[src/rtl/audio_framer.sv]
// audio_framer: packs PCM sample sets into a ping-pong pair of Ethernet
// frame buffers in a byte-wide BRAM and requests transmission of each
// completed frame.
//
// Each buffer starts with HDR_BYTES reserved for the Ethernet header, which
// this block never writes. Samples are written little-endian, one byte per
// cycle, channel 0 first.
//
// Optional feature: define FRAMER_SEQNUM_EN to prefix every frame with a
// 16-bit sequence number (low byte first), placed directly after the header.
// The sequence number advances only when a frame is actually handed to the
// transmitter. Without the macro, samples start right after the header.
module audio_framer #(
    parameter int CHANNELS  = 2,
    parameter int SPF       = 32,
    parameter int HDR_BYTES = 14,
    parameter int ADDR_W    = 11
) (
    input  logic                    clk,
    input  logic                    rst_n,
    input  logic                    pcm_stb,
    input  logic [16*CHANNELS-1:0]  pcm,
    output logic                    bram_wr_en,
    output logic [ADDR_W-1:0]       bram_wr_addr,
    output logic [7:0]              bram_wr_data,
    output logic                    eth_start,
    output logic                    eth_buf,
    input  logic                    eth_busy,
    output logic                    overrun,
    input  logic                    ovr_clr
);

    localparam int IDX_W = (SPF > 1) ? $clog2(SPF) : 1;
`ifdef FRAMER_SEQNUM_EN
    localparam int SEQ_BYTES = 2;
`else
    localparam int SEQ_BYTES = 0;
`endif

    typedef enum logic [2:0] {
        IDLE   = 3'd0,
`ifdef FRAMER_SEQNUM_EN
        SEQ_LO = 3'd1,
        SEQ_HI = 3'd2,
`endif
        WR_LO  = 3'd3,
        WR_HI  = 3'd4,
        DONE   = 3'd5
    } state_t;

    state_t                  state_r;
    logic [16*CHANNELS-1:0]  snap_r;
    logic [IDX_W-1:0]        idx_r;
    logic [3:0]              ch_r;
    logic                    wbuf_r;
    logic                    eth_buf_r;
    logic                    eth_start_r;
    logic                    overrun_r;
    logic                    bram_wr_en_r;
    logic [ADDR_W-1:0]       bram_wr_addr_r;
    logic [7:0]              bram_wr_data_r;
`ifdef FRAMER_SEQNUM_EN
    logic [15:0]             seq_r;
`endif

    logic [ADDR_W-1:0]       base_s;
    logic [ADDR_W-1:0]       hdr_addr_s;
    logic [ADDR_W-1:0]       samp_addr_s;
    logic [31:0]             samp_off_s;
    logic [15:0]             samp_s;
    logic                    last_ch_s;
    logic                    last_idx_s;
    logic                    ovr_set_s;

    assign bram_wr_en   = bram_wr_en_r;
    assign bram_wr_addr = bram_wr_addr_r;
    assign bram_wr_data = bram_wr_data_r;
    assign eth_start    = eth_start_r;
    assign eth_buf      = eth_buf_r;
    assign overrun      = overrun_r;

    // Address of the current sample and the sequence slot, plus the channel mux.
    always_comb begin
        base_s      = {wbuf_r, {(ADDR_W-1){1'b0}}};
        hdr_addr_s  = base_s + ADDR_W'(HDR_BYTES);
        samp_off_s  = 32'(HDR_BYTES) + 32'(SEQ_BYTES)
                    + 32'd2 * (32'(idx_r) * 32'(CHANNELS) + 32'(ch_r));
        samp_addr_s = base_s + samp_off_s[ADDR_W-1:0];
        samp_s      = 16'd0;
        for (int k = 0; k < CHANNELS; k++) begin
            if (ch_r == 4'(k)) begin
                samp_s = snap_r[16*k +: 16];
            end else begin
                samp_s = samp_s;
            end
        end
        last_ch_s  = (ch_r == 4'(CHANNELS-1));
        last_idx_s = (idx_r == IDX_W'(SPF-1));
        // A strobe we cannot take, or a finished frame the transmitter is
        // still busy with, both flag overrun.
        ovr_set_s  = (pcm_stb && (state_r != IDLE))
                   || ((state_r == DONE) && last_idx_s && eth_busy);
    end

    // Framing state machine with registered BRAM, transmit and error outputs.
    always_ff @(posedge clk or negedge rst_n) begin
        if (!rst_n) begin
            state_r        <= IDLE;
            snap_r         <= '0;
            idx_r          <= '0;
            ch_r           <= 4'd0;
            wbuf_r         <= 1'b0;
            eth_buf_r      <= 1'b0;
            eth_start_r    <= 1'b0;
            overrun_r      <= 1'b0;
            bram_wr_en_r   <= 1'b0;
            bram_wr_addr_r <= '0;
            bram_wr_data_r <= 8'd0;
`ifdef FRAMER_SEQNUM_EN
            seq_r          <= 16'd0;
`endif
        end else begin
            bram_wr_en_r <= 1'b0;
            eth_start_r  <= 1'b0;

            // Set has priority so an error coinciding with a clear is not lost.
            if (ovr_set_s) begin
                overrun_r <= 1'b1;
            end else if (ovr_clr) begin
                overrun_r <= 1'b0;
            end else begin
                overrun_r <= overrun_r;
            end

            case (state_r)
                IDLE: begin
                    if (pcm_stb) begin
                        snap_r <= pcm;
                        ch_r   <= 4'd0;
`ifdef FRAMER_SEQNUM_EN
                        if (idx_r == IDX_W'(0)) begin
                            state_r <= SEQ_LO;
                        end else begin
                            state_r <= WR_LO;
                        end
`else
                        state_r <= WR_LO;
`endif
                    end else begin
                        state_r <= IDLE;
                    end
                end
`ifdef FRAMER_SEQNUM_EN
                SEQ_LO: begin
                    bram_wr_en_r   <= 1'b1;
                    bram_wr_addr_r <= hdr_addr_s;
                    bram_wr_data_r <= seq_r[7:0];
                    state_r        <= SEQ_HI;
                end
                SEQ_HI: begin
                    bram_wr_en_r   <= 1'b1;
                    bram_wr_addr_r <= hdr_addr_s + ADDR_W'(1);
                    bram_wr_data_r <= seq_r[15:8];
                    state_r        <= WR_LO;
                end
`endif
                WR_LO: begin
                    bram_wr_en_r   <= 1'b1;
                    bram_wr_addr_r <= samp_addr_s;
                    bram_wr_data_r <= samp_s[7:0];
                    state_r        <= WR_HI;
                end
                WR_HI: begin
                    bram_wr_en_r   <= 1'b1;
                    bram_wr_addr_r <= samp_addr_s + ADDR_W'(1);
                    bram_wr_data_r <= samp_s[15:8];
                    if (last_ch_s) begin
                        state_r <= DONE;
                    end else begin
                        ch_r    <= ch_r + 4'd1;
                        state_r <= WR_LO;
                    end
                end
                DONE: begin
                    if (last_idx_s) begin
                        idx_r <= '0;
                        if (!eth_busy) begin
                            eth_start_r <= 1'b1;
                            eth_buf_r   <= wbuf_r;
                            wbuf_r      <= ~wbuf_r;
`ifdef FRAMER_SEQNUM_EN
                            seq_r       <= seq_r + 16'd1;
`endif
                        end else begin
                            // Transmitter still owns the other buffer: drop
                            // this frame and overwrite it in place.
                            wbuf_r <= wbuf_r;
                        end
                    end else begin
                        idx_r <= idx_r + IDX_W'(1);
                    end
                    state_r <= IDLE;
                end
                default: begin
                    state_r <= IDLE;
                end
            endcase
        end
    end

endmodule

[config.mk]
export PLATFORM = sky130hd
export DESIGN_NAME = audio_framer
export DESIGN_NICKNAME = d
export VERILOG_FILES = /design/src/rtl/audio_framer.sv
export SDC_FILE = /design/constraint.sdc
export NUM_CORES = 1
export LEC_CHECK = 0
export CORE_MARGIN = 5
export CORE_UTILIZATION = 33
export DETAILED_ROUTE_END_ITERATION = 8
export MAX_ROUTING_LAYER = met4
export SLEW_MARGIN = 20
export SYNTH_ARGS = -nofsm -noshare
export SYNTH_HDL_FRONTEND = slang
export SYNTH_SLANG_ARGS = --single-unit
[constraint.sdc]
create_clock -name clk -period 3.02 [get_ports clk]
set_input_delay 0.604 -clock clk [delete_from_list [all_inputs] [get_ports clk]]
set_output_delay 0.604 -clock clk [all_outputs]
set_load 0.005 [all_outputs]
==> metrics, run 1 <==
Fin Clk Skew=0.00765 ns; Final period util=73.9%; HP Class=in2async; CP startpoint kind=flip-flop; status=finished clean; final hold vios=0; post-CTS sizing=0; number of nets with antenna violations after routing=0; Final Slew Violations=0; Vias per Instance=4.82; Synth Area in Compound Gates=9.23%; power density over the cells=around 900 nW/um2; Synth area leaders=dfrtp_1 (54%), nand2_1 (14%), a221oi_1 (4.6%), ha_1 (3.7%), nor2_1 (2.6%); # IOs=60; Final Instance Count excl. Fillers=approximately 490; register clock-pin slew on the reported worst setup and hold paths=0.07 ns; CP Depth=6; DR WL/cell=13.8 um; Tot Pwr=0.00355 W; clock sink count=67; routed vias=2,372; placed cell count=477; Fin Setup TNS=0 ns; WHS=0.298 ns; Placeable Area=9150 um2; Net Count, Synth=365; Peak supply drop=0.000279 V; utilization after layout=43.2%; Fillers=about 900; Synth Area in XOR/XNOR=2.15%; CTS tree=done; sequential area share after synthesis=around 54%; antenna violations before repair=0; Worst Reg-to-Reg Cells=6; Worst slew margin=41.4%; Synth Area in Adders=4.63%; Slew @ Worst Pin=0.879 ns; Critical path buffers and inverters=0; Yosys reg bits=67; largest net degree at the start of global routing=34; # hold bufs at CTS=0; CTS buffer count=9; Mapped Area=3080 um2; H-tree depth=3; crit-path max cell delay=0.43 ns; Starting Density=33.6%; DRT iter0 DRCs=84; post-synth top area cell=dfrtp_1; most common library cells after synthesis=nand2_1 (111), dfrtp_1 (67), nor2_1 (21); Worst R2R Start=idx_r[0]; DP HPWL=around 4700 um; IO Port Bufs=58; RSZ-0062 raised after global routing=no; first-pass GRT wire length=around 12,000 um; post-CTS setup buffer count=0; Leakage=1.90 nW; Primary FF master, synth=dfrtp_1; mux contribution to synthesized area=under 10%; Max Cap Viol=0; Post-synth ARST share=100%; Mapped Cells=~320; Post-synth EDFFs=0; Setup CP Type=reg2reg; # diodes=0; Worst EP arrival=2.45 ns; Die H=107 um; CTS root buffer=clkbuf_8; YS warnings=0; vias in the first global route=2,412; # setup viols final=0; Synth Area in Simple Gates=roughly a quarter; CP max stage cell=dfrtp_1; maximum fanout along the worst path=5; count leader, synth=nand2_1; grt total ovfl=0; Synth cell types=45; CTS max path bufs=2; Clock Latency Late Sink=about 0.33 ns; Mapped Avg Cell Area=9.68 um2; routed wire length=6810 um; RR Endpoint=bram_wr_addr[5]; GP Congestion=0.805; P&R area growth vs syn=28.5%; drt first pass iters=4; delay-heaviest family, CP=adder cells; Die W=107 um; Worst Path Required=between 3 and 4 ns; Achievable Freq=approximately 0.45 GHz; Die ar.=about 11,000 um2; main combinational cell family by area after synthesis=simple AND/OR/NAND/NOR gates; area fraction of the dominant cell type after synthesis=54.5%; minimum clock period=2.23 ns; CP cell instances=ha_1, fa_1, xnor2_1, a21o_1, xnor3_1, mux2_2; Layout Nets=424; fraction of layout cells with a size suffix above 1=8.66%; Post-route DRC=0; Rows=35; register-to-register setup slack=0.79 ns; All-Layer GR Usage=13.3%; crit end category=flip-flop
-- worst reg2reg max path: stages, from the launching register on --
cell     delay, ns
dfrtp_1       0.43
ha_1          0.25
fa_1          0.43
xnor2_1       0.30
a21o_1        0.16
xnor3_1       0.29
mux2_2        0.27
-- cells in the final DEF, fill, tap and decap left out, types with 2 or more instances in the layout --
cell | netlist | final
nand2_1 | 111 | 111
dfrtp_1 | 67 | 67
and3_1 | 2 | 2
a21oi_1 | 7 | 7
xnor2_1 | 4 | 4
a21o_1 | 2 | 2
a221oi_1 | 16 | 16
inv_1 | 10 | 10
nand3_1 | 3 | 3
nor2_1 | 21 | 21
mux2_2 | 5 | 5
clkinvlp_4 | 0 | 2
o21ai_0 | 7 | 7
clkdlybuf4s50_1 | 0 | 57
nor3_1 | 11 | 11
ha_1 | 9 | 9
buf_4 | 2 | 6
clkbuf_8 | 0 | 11
-- sequential cells by signal, indices dropped and copies added (netlist names) --
signal	cells
bram_wr_addr	10
bram_wr_data	8
bram_wr_en	1
ch_r	4
eth_buf	1
eth_start	1
idx_r	5
overrun	1
snap_r	32
state_r	3
wbuf_r	1
-- cell type report --
cell class / instances / area (um2) / share of cell area (%)
sequential: 67 / 1680 / 42.4
multi-input combinational: 225 / 1280 / 32.3
timing repair buffer: 64 / 621 / 15.7
clock buffer: 11 / 151 / 3.83
tap: 111 / 139 / 3.51
clock inverter: 4 / 50.0 / 1.27
inverter: 10 / 37.5 / 0.949
-- worst max-delay path by stage --
stage          slack (ns)     start         endpoint
5_1_grt              0.67   ch_r[0]          ch_r[1]
4_1_cts              0.78  idx_r[0]  bram_wr_addr[5]
3_5_place_dp         0.80  idx_r[0]  bram_wr_addr[5]
3_3_place_gp         0.85  idx_r[0]  bram_wr_addr[5]
6_report             0.79  idx_r[0]  bram_wr_addr[5]
2_1_floorplan        0.92  idx_r[0]  bram_wr_addr[5]
-- per-stage QoR --
step,setup slack (ns),area [um2]
6_report,0.788,3950
2_1_floorplan,0.923,3080
3_5_place_dp,0.804,3750
4_1_cts,0.783,3950
5_1_grt,0.669,3950
3_3_place_gp,0.850,3750
-- layer usage --
metal	share of wire (%)	track usage, %
met1	50	18.6
met2	44	19.0
met3	4.5	2.71
met4	1.9	5.48
met5	0	-
-- report_power, final --
| group | switching (W) | internal [W] | leakage (nW) | total (W) |
|---|---|---|---|---|
| clock network | 0.000345 | 0.000421 | 0.0974 | 0.000765 |
| registers | 0.000227 | 0.00125 | 0.840 | 0.00148 |
| logic | 0.000693 | 0.000609 | 0.961 | 0.00130 |
-- cell families after synthesis --
group | Yosys count
buffers and inverters | 26
other | 1
adder cells (fa/ha/maj) | 11
XOR/XNOR | 6
AO/OA/AOI/OAI | 39
multiplexers | 5
flip-flops | 67
AND/OR/NAND/NOR | 163
Note: power is estimated with default switching activity, not from simulation.
==> run 2, diff against run 1 <==
Clock period 3.02 ns to 2 ns, I/O delays scaled along.
==> run 2 against run 1 <==
Compared with the run above:
- global-route usage increased by 0.33 points
- sequential share of layout area fell by 1.9 points
- register-to-register slack worse by 0.78 ns
- worst hold slack better by 0.18 ns
- via count is 4.6% higher
- critical path type unchanged
==> metrics, run 2 (synthesis gave the netlist of run 1 again) <==
Layout Nets=between 400 and 500; CP startpoint kind=flip-flop; antenna violations before repair=0; Final period util=approximately 100%; CTS root buffer=clkbuf_8; maximum fanout along the worst path=2; drt first pass iters=4; Post-route DRC=0; CTS max path bufs=2; Fillers=around 900; Starting Density=33.6%; hold_sp=snap_r[8]; clock sink count=67; routed wl met3=384 um; Die W=107 um; # setup viols final=0; power density over the cells=1340 nW/um2; DP HPWL=4930 um; Worst EP arrival=2.25 ns; crit-path max cell delay=0.55 ns; CTS tree=done; Setup CP Type=reg2reg; status=finished clean; vias in the first global route=2,555; CTS buffer count=9; Worst Path Required=2.26 ns; register clock-pin slew on the reported worst setup and hold paths=0.07 ns; Fin Clk Skew=0.00825 ns; register-to-register setup slack=0.003 ns; routed wire length=between 7000 and 8000 um; Worst Hold Path Cells=2; Rows=35; DRT iter0 DRCs=100; Peak supply drop=approximately 0.00053 V; routed vias=2,481; grt total ovfl=0; Leakage=1.99 nW; P&R area growth vs syn=34.4%; H-tree depth=3; Max Cap Viol=0; fraction of layout cells with a size suffix above 1=13.9%; commonest non-fill, non-tap cell in the layout=nand2_1; final hold vios=0; multi-input logic area=between 1000 and 1500 um2; All-Layer GR Usage=between 10% and 20%; Storage cell area=1680 um2; highest metal used=met4; Final Slew Violations=0; CP max stage cell=fa_2; crit end category=flip-flop; Final Instance Count excl. Fillers=508; pre-CTS setup slack=-0.00881 ns; HP Class=reg2reg; Top reg by flops=snap_r; # diodes=0; max reg flops=32; Die H=107 um; hold path endpoint=snap_r[8]; IO Port Bufs=58; Placeable Area=between 9000 and 10,000 um2; RSZ-0062 raised after global routing=yes; RR Endpoint=bram_wr_addr[6]; minimum clock period=2.00 ns; met2 routed WL=3330 um; first-pass GRT wire length=12,100 um; commonest cells after routing, fill and taps aside=nand2_1 (111), dfrtp_1 (67), clkdlybuf4s50_1 (57); Post-Route M1 WL=3260 um; largest net degree at the start of global routing=34; Worst Reg-to-Reg Cells=6; placed cell count=488; # IOs=60; GP Congestion=0.746; Vias per Instance=4.88; Tot Pwr=0.00555 W; DR WL/cell=roughly 14 um; CP cell instances=ha_2, fa_2, nor3_1, a311o_1, o211a_1, nor3_1; CP most frequent cell=nor3_1; Clock Latency Late Sink=0.34 ns; Die ar.=11,400 um2; Worst R2R Start=idx_r[0]; Worst Setup Slack, final=roughly 0.0034 ns; Achievable Freq=0.501 GHz; number of nets with antenna violations after routing=0
[run 2: changes by cell type in the layout (fill, tap and decap cells not counted), sizes merged]
| cell | previous run | this run |
|---|---|---|
| buf | 7 | 21 |
| clkinv | 1 | 2 |
| dlygate4sd3 | 0 | 1 |
[run 2: worst max path at each step]
stage	depth (start not counted)	from	slack, ns	endpoint
floorplan	6	idx_r[0]	0.03	bram_wr_addr[6]
global placement	6	ch_r[1]	0.02	bram_wr_addr[6]
detailed placement	6	ch_r[1]	-0.009	bram_wr_addr[6]
CTS	5	idx_r[1]	0.008	eth_buf
global route	7	idx_r[0]	-0.07	bram_wr_addr[5]
finish	6	idx_r[0]	0.003	bram_wr_addr[6]
[run 2: layout make-up]
class	count	area share [%]
clock inverters	5	1.51
inverters	10	0.907
clock buffers	11	3.42
flip-flops and latches	67	40.5
repair buffers	79	18.4
multi-input cells	225	31.9
well taps	111	3.36
[run 2: what timing repair did]
item | CTS | global route
setup endpoints to repair | 1 | 7
pin swaps | 3 | 2
hold buffers | 1 | 0
gates resized for setup | 0 | 5
setup buffers | 2 | 1
endpoints found under the hold margin | 13 | 0
[run 2: where the power goes]
part	internal (W)	total, W	switching, W
registers	0.00189	0.00224	0.000348
clock network	0.000614	0.00114	0.000524
logic	0.00108	0.00217	0.00110
[run 2: critical path, delay by kind of cell (launching register included)]
family,cells,cell delay (ns)
adders and majority gates,2,0.75
AOI/OAI and AO/OA,2,0.59
DFF,1,0.38
and+or+nand+nor,2,0.20
[run 2: per-layer routing]
metal,vias to the layer above,GRT usage [%]
li1,1213,-
met1,1194,17.2
met2,66,21.2
met5,-,-
met3,8,4.70
met4,0,3.65
[run 2: stage by stage]
step	hold slack (ns)	utilization (%)	cell area, um2	setup TNS (ns)
floorplan	0.104	-	3100	0
global placement	0.390	42.4	3880	0
detailed placement	0.379	42.4	3880	-0.00881
CTS	0.483	44.9	4110	0
global route	0.505	45.2	4140	-0.141
finish	0.480	45.2	4140	0
==> run 3, diff against run 2 <==
Settings changed: ABC_AREA set to 1.
==> run 3 against run 2 <==
Compared with the run above:
- sequential power hardly changed
- sequential share of layout area fell by 0.38 points
- first-iteration DRC count up 9.0%
- area after synthesis up 6.6%
- clock skew is essentially flat
- count of clock-buffer cells in the layout rose by 1
- die area is 6.0% higher
- via count rose by 1.4%
- worst hold slack got worse by 0.48 ns
- global-route usage is 0.56 points lower
- critical path depth is 3 higher
- critical endpoint unchanged
==> metrics, run 3 <==
routed wl met3=283 um; Fillers=1,005; commonest non-fill, non-tap cell in the layout=nand2_1; Critical path buffers and inverters=1; RSZ-0062 raised after global routing=no; Peak supply drop=0.000576 V; Worst Setup Slack, final=0.159 ns; met2 routed WL=3550 um; crit-path max cell delay=between 0.5 and 0.6 ns; CTS buffer count=9; crit end category=flip-flop; Net Count, Synth=between 400 and 500; HP Class=in2async; Post-route DRC=0; Synth Area in Simple Gates=22.3%; Clock Latency Late Sink=~0.33 ns; Storage cell area=1680 um2; Mapped Cells=360; Layout Nets=468; Post-synth EDFFs=0; Post-Route M1 WL=about 3100 um; area fraction of the dominant cell type after synthesis=51.1%; Worst EP arrival=2.06 ns; Die W=110 um; most common library cells after synthesis=nand2_1 (104), dfrtp_1 (67), inv_1 (32); Setup CP Type=reg2reg; # setup viols final=0; Final Slew Violations=0; Die H=110 um; Yosys reg bits=67; Achievable Freq=0.543 GHz; max reg flops=32; delay-heaviest family, CP=adder cells; Starting Density=33.7%; WHS=0.00201 ns; Synth Area in Compound Gates=6.90%; Top reg by flops=snap_r; DRT iter0 DRCs=roughly 110; Fin Setup TNS=0 ns; IO Port Bufs=58; main combinational cell family by area after synthesis=simple AND/OR/NAND/NOR gates; register-to-register setup slack=0.16 ns; post-synth top area cell=dfrtp_1; DP HPWL=between 5000 and 6000 um; Final period util=92.1%; CP max stage cell=fa_1; H-tree depth=3; first-pass GRT wire length=12,000 um; minimum clock period=1.84 ns; CTS tree=done; count leader, synth=nand2_1; All-Layer GR Usage=between 10% and 20%; Synth cell types=31; vias in the first global route=2,587; GP Congestion=around 0.91; Post-synth ARST share=100%; CP startpoint kind=flip-flop; DR WL/cell=12.6 um; fraction of layout cells with a size suffix above 1=13.4%; P&R area growth vs syn=27.2%; # IOs=60; CP cell instances=ha_1, fa_1, inv_1, nand2_1, nor2_2, nor2_1, nand4_1, nand3_1, nand2_1; Primary FF master, synth=dfrtp_1; Max Cap Viol=0; Synth area leaders=dfrtp_1 (51%), nand2_1 (12%), mux2_2 (6.2%), nand3_1 (3.7%), inv_1 (3.7%); final hold vios=0; # diodes=0; largest net degree at the start of global routing=51; Mapped Area=~3300 um2; CTS root buffer=clkbuf_8; post-CTS setup buffer count=0; routed vias=between 2,000 and 3,000; CTS max path bufs=2; Synth Area in XOR/XNOR=0.801%; power density over the cells=between 1000 and 1500 nW/um2; clock sink count=67; Worst Path Required=2.22 ns; Rows=36; grt total ovfl=0; mux contribution to synthesized area=~6.9%; YS warnings=0; number of nets with antenna violations after routing=0; status=finished clean; Synth Area in Adders=4.04%; Die ar.=12,000 um2; routed wire length=~7000 um; Placeable Area=9730 um2; pre-CTS setup slack=about 0.17 ns; multi-input logic area=1350 um2; Fin Clk Skew=around 0.0085 ns; highest metal used=met4; commonest cells after routing, fill and taps aside=nand2_1 (104), dfrtp_1 (67), clkdlybuf4s50_1 (57); Leakage=~2.0 nW; register clock-pin slew on the reported worst setup and hold paths=0.07 ns; sequential area share after synthesis=51.1%; drt first pass iters=4; CP most frequent cell=nand2_1; Mapped Avg Cell Area=9.12 um2; antenna violations before repair=0; # hold bufs at CTS=0; Vias per Instance=4.50; maximum fanout along the worst path=5
## run 3: cell count changes after synthesis, sizes merged, moves of 4 or more
cell    delta
mux2      +15
a221oi    -16
nor3       -7
nand2      -4
inv       +27
a21oi      +9
nand3     +22
clkbuf     -5
o21ai     +13
nor2       +6
## run 3: where the power goes
part | leakage [nW] | switching (W) | total (W) | internal (W)
clock network | 0.108 | 0.000494 | 0.00117 | 0.000674
registers | 0.819 | 0.000320 | 0.00224 | 0.00192
logic | 1.06 | 0.00131 | 0.00247 | 0.00115
total | 1.99 | 0.00213 | 0.00587 | 0.00375
## run 3: routing by layer
metal | vias up | global-route usage (%)
met5 | - | -
met4 | 0 | 4.45
li1 | 1278 | -
met2 | 53 | 21.7
met1 | 1178 | 15.8
met3 | 6 | 3.05
## run 3: metrics by stage
stage               total power [W]  util (%)  instance area, um2  instances
floorplan                   0.00393         -                3280        360
global placement            0.00472      40.7                3960        543
detailed placement          0.00477      40.7                3960        543
CTS                         0.00597      42.9                4170        559
global route                0.00643      42.9                4180        559
finish                      0.00587      42.9                4180        559
## run 3: area by class of cell
type                       count  area share [%]
inverter                      37            3.33
sequential                    67            40.2
clock inverter                 4            1.14
tap                          133            3.99
multi-input combinational    244            32.3
clock buffer                  12            3.96
timing repair buffer          62            15.1
## run 3: path summary, 6_finish.rpt
check / start / endpoint / cells after the start
min in group clk: bram_wr_addr[3] / bram_wr_addr[3] / 2
max: idx_r[0] / bram_wr_addr[6] / 9
max reg2reg: idx_r[0] / bram_wr_addr[6] / 9
min reg2reg: bram_wr_addr[3] / bram_wr_addr[3] / 2
max in group asynchronous: rst_n / bram_wr_data[1] / 2
min: rst_n / eth_buf / 1
## run 3: cells by family after synthesis
| family | Yosys count |
|---|---|
| adders and majority gates | 10 |
| buffers and inverters | 49 |
| xor gates and xnor gates | 3 |
| DFF | 67 |
| other | 1 |
| and+or+nand+nor | 167 |
| AOI/OAI and AO/OA | 43 |
| muxes | 20 |
## run 3: repair_timing
action	in CTS	in global routing
setup endpoints to repair	0	2
endpoints found under the hold margin	0	0
gates resized for setup	0	2
